## config.mk

```make
export PLATFORM = sky130hd
export DESIGN_NAME = vga_fb_arbiter
export DESIGN_NICKNAME = d
export VERILOG_FILES = /design/src/rtl/vga_fb_arbiter.sv
export SDC_FILE = /design/constraint.sdc
export NUM_CORES = 1
export LEC_CHECK = 0
export ABC_AREA = 1
export CELL_PAD_IN_SITES_DETAIL_PLACEMENT = 1
export CELL_PAD_IN_SITES_GLOBAL_PLACEMENT = 1
export CORE_MARGIN = 4
export CORE_UTILIZATION = 37
export CTS_CLUSTER_DIAMETER = 40
export DETAILED_ROUTE_END_ITERATION = 7
export GPL_TIMING_DRIVEN = 0
export PLACE_DENSITY_LB_ADDON = 0.1
export SYNTH_ARGS = -nofsm -noshare
export SYNTH_HDL_FRONTEND = slang
export SYNTH_SLANG_ARGS = --single-unit
```

## constraint.sdc

```tcl
create_clock -name clk -period 3.1 [get_ports clk]
set_clock_uncertainty 0.1 [all_clocks]
set_input_delay 0.62 -clock clk [delete_from_list [all_inputs] [get_ports clk]]
set_output_delay 0.62 -clock clk [all_outputs]
set_load 0.1 [all_outputs]
```

## src/rtl/vga_fb_arbiter.sv

```systemverilog
// Framebuffer RAM arbiter: one guaranteed scanout read per active pixel strobe,
// writer req/ack on all remaining cycles, plus frame-alignment and address error flags.
module vga_fb_arbiter #(
  parameter int H_VIDEO = 640,
  parameter int V_VIDEO = 480,
  parameter int ADDR_W  = 19,
  parameter int DATA_W  = 8,
  parameter int RD_LAT  = 1
) (
  input  logic              clk,
  input  logic              rst,
  input  logic              pix_ce,
  input  logic [9:0]        h_count,
  input  logic [9:0]        v_count,
  input  logic              wr_req,
  input  logic [ADDR_W-1:0] wr_addr,
  input  logic [DATA_W-1:0] wr_data,
  output logic              wr_ack,
  output logic              wr_err,
  output logic              frame_err,
  output logic [ADDR_W-1:0] mem_addr,
  output logic              mem_we,
  output logic [DATA_W-1:0] mem_wdata,
  input  logic [DATA_W-1:0] mem_rdata,
  output logic [DATA_W-1:0] pix_data,
  output logic              pix_valid
);

  localparam int FRAME_PIX = H_VIDEO * V_VIDEO;
  localparam logic [ADDR_W:0] FRAME_PIX_C = (ADDR_W+1)'(FRAME_PIX);

  typedef enum logic [0:0] {
    ST_WAIT_SOF = 1'b0,
    ST_SCAN     = 1'b1
  } state_t;

  state_t              state_r, state_nx_s;
  logic [ADDR_W:0]     scan_addr_r;
  logic [RD_LAT:0]     rv_ce_r;
  logic [RD_LAT:0]     rv_scan_r;
  logic                wr_ack_r, wr_err_r, frame_err_r, mem_we_r, pix_valid_r;
  logic [ADDR_W-1:0]   mem_addr_r;
  logic [DATA_W-1:0]   mem_wdata_r, pix_data_r;
  logic                sof_s, active_s, scan_slot_s, grant_s, wr_in_range_s;

  assign sof_s         = pix_ce && (h_count == 10'd0) && (v_count == 10'd0);
  assign active_s      = (h_count < 10'(H_VIDEO)) && (v_count < 10'(V_VIDEO));
  assign wr_in_range_s = ({1'b0, wr_addr} < FRAME_PIX_C);

  // State register.
  always_ff @(posedge clk or posedge rst) begin
    if (rst) begin
      state_r <= ST_WAIT_SOF;
    end else begin
      state_r <= state_nx_s;
    end
  end

  // Next state and slot decode; the SOF strobe is itself the scan slot for address 0.
  always_comb begin
    state_nx_s  = state_r;
    scan_slot_s = 1'b0;
    grant_s     = 1'b0;
    case (state_r)
      ST_WAIT_SOF: begin
        if (sof_s) begin
          state_nx_s  = ST_SCAN;
          scan_slot_s = 1'b1;
        end else begin
          state_nx_s  = ST_WAIT_SOF;
          scan_slot_s = 1'b0;
        end
      end
      ST_SCAN: begin
        state_nx_s = ST_SCAN;
        if (pix_ce && active_s) begin
          scan_slot_s = 1'b1;
        end else begin
          scan_slot_s = 1'b0;
        end
      end
      default: begin
        state_nx_s  = ST_WAIT_SOF;
        scan_slot_s = 1'b0;
      end
    endcase
    // The ack cycle itself never grants, capping the writer at one write per 2 clks.
    if (!scan_slot_s && wr_req && !wr_ack_r) begin
      grant_s = 1'b1;
    end else begin
      grant_s = 1'b0;
    end
  end

  // RAM port, scan address counter, handshake and sticky error flags.
  always_ff @(posedge clk or posedge rst) begin
    if (rst) begin
      scan_addr_r <= '0;
      mem_addr_r  <= '0;
      mem_we_r    <= 1'b0;
      mem_wdata_r <= '0;
      wr_ack_r    <= 1'b0;
      wr_err_r    <= 1'b0;
      frame_err_r <= 1'b0;
    end else begin
      wr_ack_r <= grant_s;
      if (scan_slot_s) begin
        mem_we_r <= 1'b0;
        if (sof_s) begin
          mem_addr_r  <= '0;
          scan_addr_r <= (ADDR_W+1)'(1);
        end else begin
          mem_addr_r  <= scan_addr_r[ADDR_W-1:0];
          scan_addr_r <= scan_addr_r + (ADDR_W+1)'(1);
        end
      end else if (grant_s) begin
        if (wr_in_range_s) begin
          mem_we_r    <= 1'b1;
          mem_addr_r  <= wr_addr;
          mem_wdata_r <= wr_data;
        end else begin
          mem_we_r <= 1'b0;
          wr_err_r <= 1'b1;
        end
      end else begin
        mem_we_r <= 1'b0;
      end
      if (sof_s && (state_r == ST_SCAN) && (scan_addr_r != FRAME_PIX_C)) begin
        frame_err_r <= 1'b1;
      end else begin
        frame_err_r <= frame_err_r;
      end
    end
  end

  // Read-valid pipe: every strobe is tracked so blanked strobes also zero the pixel.
  always_ff @(posedge clk or posedge rst) begin
    if (rst) begin
      rv_ce_r     <= '0;
      rv_scan_r   <= '0;
      pix_valid_r <= 1'b0;
      pix_data_r  <= '0;
    end else begin
      rv_ce_r   <= {rv_ce_r[RD_LAT-1:0], pix_ce};
      rv_scan_r <= {rv_scan_r[RD_LAT-1:0], scan_slot_s};
      if (rv_ce_r[RD_LAT]) begin
        if (rv_scan_r[RD_LAT]) begin
          pix_valid_r <= 1'b1;
          pix_data_r  <= mem_rdata;
        end else begin
          pix_valid_r <= 1'b0;
          pix_data_r  <= '0;
        end
      end else begin
        pix_valid_r <= pix_valid_r;
        pix_data_r  <= pix_data_r;
      end
    end
  end

  assign wr_ack    = wr_ack_r;
  assign wr_err    = wr_err_r;
  assign frame_err = frame_err_r;
  assign mem_addr  = mem_addr_r;
  assign mem_we    = mem_we_r;
  assign mem_wdata = mem_wdata_r;
  assign pix_data  = pix_data_r;
  assign pix_valid = pix_valid_r;

endmodule

```

==> results, run 1 <==
- The static leakage is 2.292 nW.
- Setup repair after global routing left no endpoint under its margin.
- The netlist area before placement is 3610 µm².
- The endpoint required time on the critical path is 2.38 ns.
- In the routed design, unresolved DRC markers number 0.
- The power density over the cells is 672.1 nW/µm².
- The routed length on met1 is 5258 µm.
- The area inside the core boundary is 9371 µm².
- Setup violations remaining at the end of the flow were counted as 0.
- In this run the tightest slew margin relative to its limit is 0.3238.
- Buffers inserted during clock tree synthesis total 9.
- The final max-slew violation count is 0.
- Traced cell by cell, the critical path runs through clkdlybuf4s50_1.
- The path type of the worst setup path is reg -> out.
- The post-cts repair resize count is 0.
- Counting instances in the post-synthesis netlist gives the leading cell types as sky130_fd_sc_hd__nand2_1, sky130_fd_sc_hd__dfrtp_1, sky130_fd_sc_hd__nor2_1.
- For this run, the post-layout net count is 658.
- The share of async-settable or async-resettable flops after synthesis is 1.000.
- After detailed routing, the total wire length is 11790 µm.
- Wire segments on met3 add up to 454 µm in the final route.
- The count of different cell masters after synthesis is 31.
- The insertion delay to the later sink of the worst-skew pair is 0.35 ns.
- For this design, the slowest cell found on the critical path is sky130_fd_sc_hd__clkdlybuf4s50_1.
- The overall track demand over capacity in global routing is 0.2113.
- Synthesis produced a netlist with a net count of 548.
- STA classifies the critical path startpoint as a flip-flop.
- The sequential cell area fraction in the yosys report is 0.4506.
- Post-CTS timing repair inserted 0 buffers for setup.
- The first detailed-routing pass took 4 iterations.
- The number of global-route vias before repair is 3920.
- Yosys instantiated no cell more often than sky130_fd_sc_hd__nand2_1.
- Together, buffers and inverters on the worst path number 1.
- Once detail routing completed, the nets flagged for antenna violations numbered 0.
- In this run the clock root is driven by a sky130_fd_sc_hd__clkbuf_8.
- The number of hold violations in the final report was 0.
- The placer congestion estimate is 0.8110.
- The peak ir drop on the vdd network is 0.3158 mV.
- In the post-synthesis netlist, the biggest area contributors are sky130_fd_sc_hd__dfrtp_1, sky130_fd_sc_hd__nand2_1, sky130_fd_sc_hd__nand4_1, sky130_fd_sc_hd__nor2_1, sky130_fd_sc_hd__nand3_1.
- The wire-length estimate of the detail-placed layout is 9006 µm.
- The placed cell area is 4772 µm².
- The number of flops mapped to enable cells by yosys is 0.
- Entering global routing, the biggest net connects 40 pins.
- The tightest hold path in the finished design has a slack of 0.2583 ns.
- The final standard cell area without fillers is 5037 µm².
- Counting the fill cells in the layout gives 1211.
- Dividing the final minimum period by the clock period gives 0.8359.
- The cell count after synthesis is 487.
- In this run the worst hold path is classified as reg -> reg.
- The average routed wire per standard cell is 16.12 µm.
- Measured on the finished design, the core utilization comes to 0.5375.
- In this design, the stage delay of the slowest critical-path cell is 1.17 ns.
- The total overflow left after global routing is 0.
- The ratio of cells with drive above 1 in the final layout is 0.06645.
- The count of port buffers added during placement is 98.
- The worst setup path is captured at an output pin.
- The number of warnings printed during yosys synthesis is 0.
- The mean instance size in the synthesized netlist is 7.412 µm².
- The die width is 106.8 µm.
- Along the worst path, the maximum fanout reaches 2.
- The initial utilization of the core area, before any placement, comes to 0.3852.
- The die boundary height is 106.8 µm.
- The number of ports placed on the die boundary is 99.
- The overall die area is 11400 µm².
- The top layer used by detailed routing is met4.
- The H-tree was split into 3 levels.
- After clock tree synthesis, the flow added hold-fix buffers numbering 0.
- The placed instance count is 715.
- For this block, the initial DRC count from the detailed router was 123.
- No sink is reached through more buffers than the 2 on the longest clock path.
- Dividing the detail-routed via count by the number of cells gives 5.070.
- For the worst setup path, the data arrival time is 1.87 ns.
- The tree built by TritonCTS fans out to 65 sinks.
- sky130_fd_sc_hd__dfrtp_1 takes more of the synthesized area than any other cell.
- The kind of cell with the highest combined delay on the critical path is buffers and inverters.
- The share of Yosys cell area claimed by the top area cell type is 0.4506.
- The most used flip-flop cell after synthesis is sky130_fd_sc_hd__dfrtp_1.
- Compared with the post-synthesis result, the final layout area differs by 39.55%.
- The total via count after detailed routing is 3706.
- The run finished with clean final reports.
- The antenna diode count is 0.
- The tool flagged a number of max-cap violations equal to 0.
- The clock tree from TritonCTS is built.
- The number of antenna violations at the first check in global routing was 0.
- The met2 wire length is 5983 µm.
- Derived from the worst setup path, the maximum achievable clock frequency is 0.3859 GHz.
- The register clock-pin slew on the reported worst setup and hold paths is 0.07 ns.
- At the pin with the least slew margin, the transition time is 1.011 ns.
- For the finished layout, the period the worst path requires is 2.591 ns.
- The number of synthesized register bits is 65.
- The global-route wire length before repair is 19340 µm.
- The final non-filler cell total is 731.
- The cell row count is 35.
- The design draws 3.385 mW.
==> registers in the layout, summed over array words and instances, names as in the netlist <==
signal,count
scan_addr_r,20
mem_addr,19
mem_wdata,8
pix_data,8
rv_ce_r,2
rv_scan_r,2
frame_err,1
mem_we,1
pix_valid,1
state_r,1
wr_ack,1
wr_err,1
==> stage by stage <==
stage | TNS, ns | setup WS (ns)
after floorplan | 0 | 0.7535
after global placement | -27.93 | -0.4344
after detailed placement | 0 | 0.5092
after CTS | 0 | 0.4966
after global routing | 0 | 0.4661
final | 0 | 0.5086
==> cells in the final DEF, fill, tap and decap left out, drive strengths merged, types with 2 or more instances in the layout <==
master / synthesis / layout
buf: 14 / 15
bufinv: 0 / 4
clkbuf: 10 / 19
clkdlybuf4s50: 0 / 98
clkinv: 3 / 4
dfrtp: 65 / 65
ha: 2 / 2
inv: 36 / 37
nand2: 172 / 172
nand3: 31 / 31
nand4: 33 / 33
nor2: 56 / 56
nor4: 2 / 2
o211ai: 19 / 19
o21ai: 23 / 23
xnor2: 3 / 3
xor2: 11 / 11
==> per-layer routing <==
metal | up-vias | track usage
li1 | 1808 | -
met1 | 1815 | 0.2710
met2 | 74 | 0.3737
met3 | 9 | 0.03853
met4 | 0 | 0.04110
met5 | - | 0
==> final cells by class <==
cell class	count	area [µm²]	share of cell area
Inverter	39	146.4	0.02906
Buffer	24	122.6	0.02434
Sequential cell	65	1627	0.3229
Timing Repair Buffer	99	1001	0.1987
Clock inverter	7	141.4	0.02807
Tap cell	129	161.4	0.03204
Multi-Input combinational cell	359	1714	0.3403
Clock buffer	9	123.9	0.02459
==> where the power goes <==
group,switching (mW),internal (mW)
combinational,0.923,0.355
sequential,0.141,0.982
clock,0.368,0.617
total,1.43,1.95
==> kinds of logic after synthesis <==
| family | after synthesis | share of synthesized area |
|---|---|---|
| DFF | 65 | 0.4506 |
| xor gates and xnor gates | 14 | 0.03397 |
| adders and majority gates | 2 | 0.006931 |
| AOI/OAI and AO/OA | 45 | 0.08007 |
| buffers and inverters | 63 | 0.07452 |
| and+or+nand+nor | 297 | 0.3508 |
| muxes | 1 | 0.003119 |
==> worst paths after layout <==
kind,depth (start not counted),slack [ns],to,from
max in group asynchronous,3,1.71,scan_addr_r[14]$_DFFE_PP0P_,rst
setup / recovery,1,0.51,frame_err,frame_err$_DFFE_PP0P_
setup reg to reg,8,1.23,scan_addr_r[16]$_DFFE_PP0P_,scan_addr_r[0]$_DFFE_PP0P_
hold reg to reg,0,0.26,rv_ce_r[1]$_DFF_PP0_,rv_ce_r[0]$_DFF_PP0_
min in group asynchronous,2,0.56,scan_addr_r[18]$_DFFE_PP0P_,rst
hold / removal,0,0.26,rv_ce_r[1]$_DFF_PP0_,rv_ce_r[0]$_DFF_PP0_
No activity file was read; power rests on OpenSTA's default activity.
==> run 2, diff against run 1 <==
--- a/config.mk
+++ b/config.mk
@@ -9,7 +9,7 @@
 export CELL_PAD_IN_SITES_DETAIL_PLACEMENT = 1
 export CELL_PAD_IN_SITES_GLOBAL_PLACEMENT = 1
 export CORE_MARGIN = 4
-export CORE_UTILIZATION = 37
+export CORE_UTILIZATION = 34
 export CTS_CLUSTER_DIAMETER = 40
 export DETAILED_ROUTE_END_ITERATION = 7
 export GPL_TIMING_DRIVEN = 0
==> constraint.sdc (replaced) <==
create_clock -name clk -period 2.4 [get_ports clk]
set_clock_uncertainty 0.1 [all_clocks]
set_input_delay 0.48 -clock clk [delete_from_list [all_inputs] [get_ports clk]]
set_output_delay 0.48 -clock clk [all_outputs]
set_load 0.1 [all_outputs]
==> results, run 2 (synthesis gave the netlist of run 1 again) <==
- The initial utilization of the core area, before any placement, comes to 0.3497.
- Counting flops per register, the top entry is scan_addr_r.
- Clock latency on the worst-skew pair, taken at its later pin, is 0.35 ns.
- Relative to the synthesized area, the layout overhead comes to 36.88%.
- Across the run, the number of max-cap violations was 0.
- Of the total power, registers draw 0.352.
- The number of fillers in the final layout is 1302.
- In the routed design, unresolved DRC markers number 0.
- Measured along the y axis, the die boundary spans 111.0 µm.
- The final total power is 4.105 mW.
- Summed over all nets, the half-perimeter wirelength after detailed placement is 8786 µm.
- The worst register-to-register path ends at scan_addr_r[16]$_DFFE_PP0P_.
- The signal on the critical path passes through dlygate4sd2_1.
- The global-route wire length before repair is 19290 µm.
- The average routed wire per standard cell is 15.71 µm.
- 0 antenna diodes ended up in the layout.
- The run finished with clean final reports.
- The static leakage is 2.378 nW.
- In this run the worst path has a maximum fanout of 2.
- The buffering stage count on the worst path with inverters included is 1.
- The fmax is 0.4604 GHz.
- The clock share of power is 0.265.
- Setup repair after global routing left no endpoint under its margin.
- The power density over the cells is 830.8 nW/µm².
- The final antenna-violating net count is 0.
- Measured against its own limit, the worst slew margin works out to 0.3373.
- The register with the most flip-flops in the layout has 20 of them.
- The path with the worst hold slack has its endpoint at rv_ce_r[1]$_DFF_PP0_.
- After clock tree synthesis, the flow added hold-fix buffers numbering 0.
- Setup violations remaining at the end of the flow were counted as 0.
- The buffer count from post-CTS setup fixing is 0.
- The number of gates resized after CTS was 40.
- The share of the clock period used by the worst path is 0.9049.
- The number of iterations in the first detailed-routing pass is 4.
- The setup check on the worst reg-to-reg path leaves a slack of 0.52 ns.
- The net switching component of the power is 1.838 mW.
- The path type of the worst setup path is reg -> out.
- The logic depth of the worst register-to-register path is 8.
- The number of ports placed on the die boundary is 99.
- The startpoint identified for the worst register-to-register timing path is scan_addr_r[0]$_DFFE_PP0P_.
- The internal portion of the total power is 2.267 mW.
- The ratio of cells with drive above 1 in the final layout is 0.06489.
- In this run the number of H-tree levels came out at 3.
- The number of cells on the worst hold path is 0.
- Grouping stages by cell kind, the critical path spends the most delay in buffers and inverters.
- In this run the deepest clock path goes through 2 buffers.
- The number of antenna violations at the first check in global routing is 0.
- Of the total power, combinational logic draws 0.383.
- After detailed routing, the number of vias per cell comes to 4.943.
- The overall die area is 12330 µm².
- The worst setup slack after placement is -0.05869 ns.
- After the first detailed-routing iteration, the DRC count stood at 151.
- The cell sitting at the root of the clock tree is a sky130_fd_sc_hd__clkbuf_8.
- The peak ir drop on the vdd network is 0.3830 mV.
- Once layout is complete, the utilization of the core stands at 0.4786.
- Across all layers, the routed design uses 3643 vias.
- In the layout the commonest cells are sky130_fd_sc_hd__nand2_1, sky130_fd_sc_hd__dfrtp_1, sky130_fd_sc_hd__clkdlybuf4s50_1.
- The switching power share of the total is 0.4477.
- The remaining global-route overflow is 0.
- For this run, the slowest stage of the critical path takes 0.86 ns.
- TritonCTS built the clock tree.
- The cell row count is 37.
- The slowest stage of the critical path is the sky130_fd_sc_hd__dlygate4sd2_1 cell.
- From left edge to right edge, the die measures 111.0 µm.
- The transition time at the pin with the least slew margin is 0.9980 ns.
- Data on the critical path is required at its endpoint by 1.82 ns.
- The register clock-pin slew on the reported worst setup and hold paths is 0.09 ns.
- CTS saw 65 sinks.
- The sort of element at the end of the critical path is an output pin.
- The clock period could shrink to 2.172 ns.
- Leaving out fill and tap cells, the most frequent cell in the layout is sky130_fd_sc_hd__nand2_1.
- The area inside the core boundary is 10320 µm².
- The congestion estimate from routability-driven global placement came to 0.8114.
- The final max-slew violation count came to 0.
- The count of port buffers added during placement is 98.
- The number of hold violations in the final report is 0.
- The number of global-route vias before repair was 3735.
- The origin of the worst min-delay path is rv_ce_r[0]$_DFF_PP0_.
- In the global route stage, overall resource usage came out at 0.1914.
- The total CTS buffers is 9.
- The layout net count is 657.
- Summed over all layers, the routed wires come to 11580 µm.
- The worst setup path is launched from a flip-flop.
- Setup slack on the critical path of the routed design comes to 0.2282 ns.
- Entering global routing, the biggest net connects 66 pins.
- For the worst setup path, the data arrival time is 1.59 ns.
- The classification of the worst-slack hold path is reg -> reg.
==> run 2: cell types whose count changed in the layout (fill, tap and decap cells not counted), sizes merged <==
cell           change
dlygate4sd2       +40
buf                -1
clkdlybuf4s50     -40
bufinv             -2
clkbuf             +1
clkinv             +1
==> run 2: cell type report <==
cell class              instances  area, µm²  share of cell area
multi-input cells             359       1714              0.3469
flip-flops and latches         65       1627              0.3292
repair buffers                 98      930.9              0.1884
well taps                     136      170.2             0.03444
inverters                      39      148.9             0.03013
clock buffers                  10      137.6             0.02786
plain buffers                  24      122.6             0.02482
clock inverters                 6      90.09             0.01823
==> run 2: metrics by stage <==
stage	hold WS, ns	cell area [µm²]	TNS (ns)	cells
after detailed placement	0.2411	4763	-0.6466	721
final	0.2680	4941	0	737
after CTS	0.2728	4941	0	737
after floorplan	0.2312	3610	0	487
after global placement	0.2328	4761	-69.24	721
after global routing	0.2833	4941	0	737
==> run 2: power groups by stage <==
stage / logic (mW) / registers (mW) / clock network (mW)
floorplan: 0.446 / 2.16 / 0
CTS: 1.58 / 1.44 / 1.12
global route: 1.68 / 1.47 / 1.18
finish: 1.57 / 1.45 / 1.09
detailed placement: 1.65 / 1.47 / 0
global placement: 1.63 / 1.46 / 0
==> run 2: worst max path at each step <==
stage                                  start                         end  slack (ns)  cells past startpoint
global placement                         rst            wr_ack$_DFF_PP0_       -1.07                      2
CTS                  pix_data[0]$_DFFE_PP0P_                 pix_data[0]        0.21                      1
finish              mem_addr[10]$_DFFE_PP0P_                mem_addr[10]        0.23                      1
detailed placement                    pix_ce  scan_addr_r[5]$_DFFE_PP0P_       -0.06                     11
floorplan                                rst       frame_err$_DFFE_PP0P_        0.19                      1
global route                          pix_ce  scan_addr_r[3]$_DFFE_PP0P_        0.13                     12
==> run 2: routing by layer <==
| layer | global-route usage | part of all wire |
|---|---|---|
| met5 | 0 | 0 |
| met4 | 0.04380 | 0.0085 |
| met3 | 0.04039 | 0.041 |
| met1 | 0.2602 | 0.47 |
| met2 | 0.3139 | 0.48 |
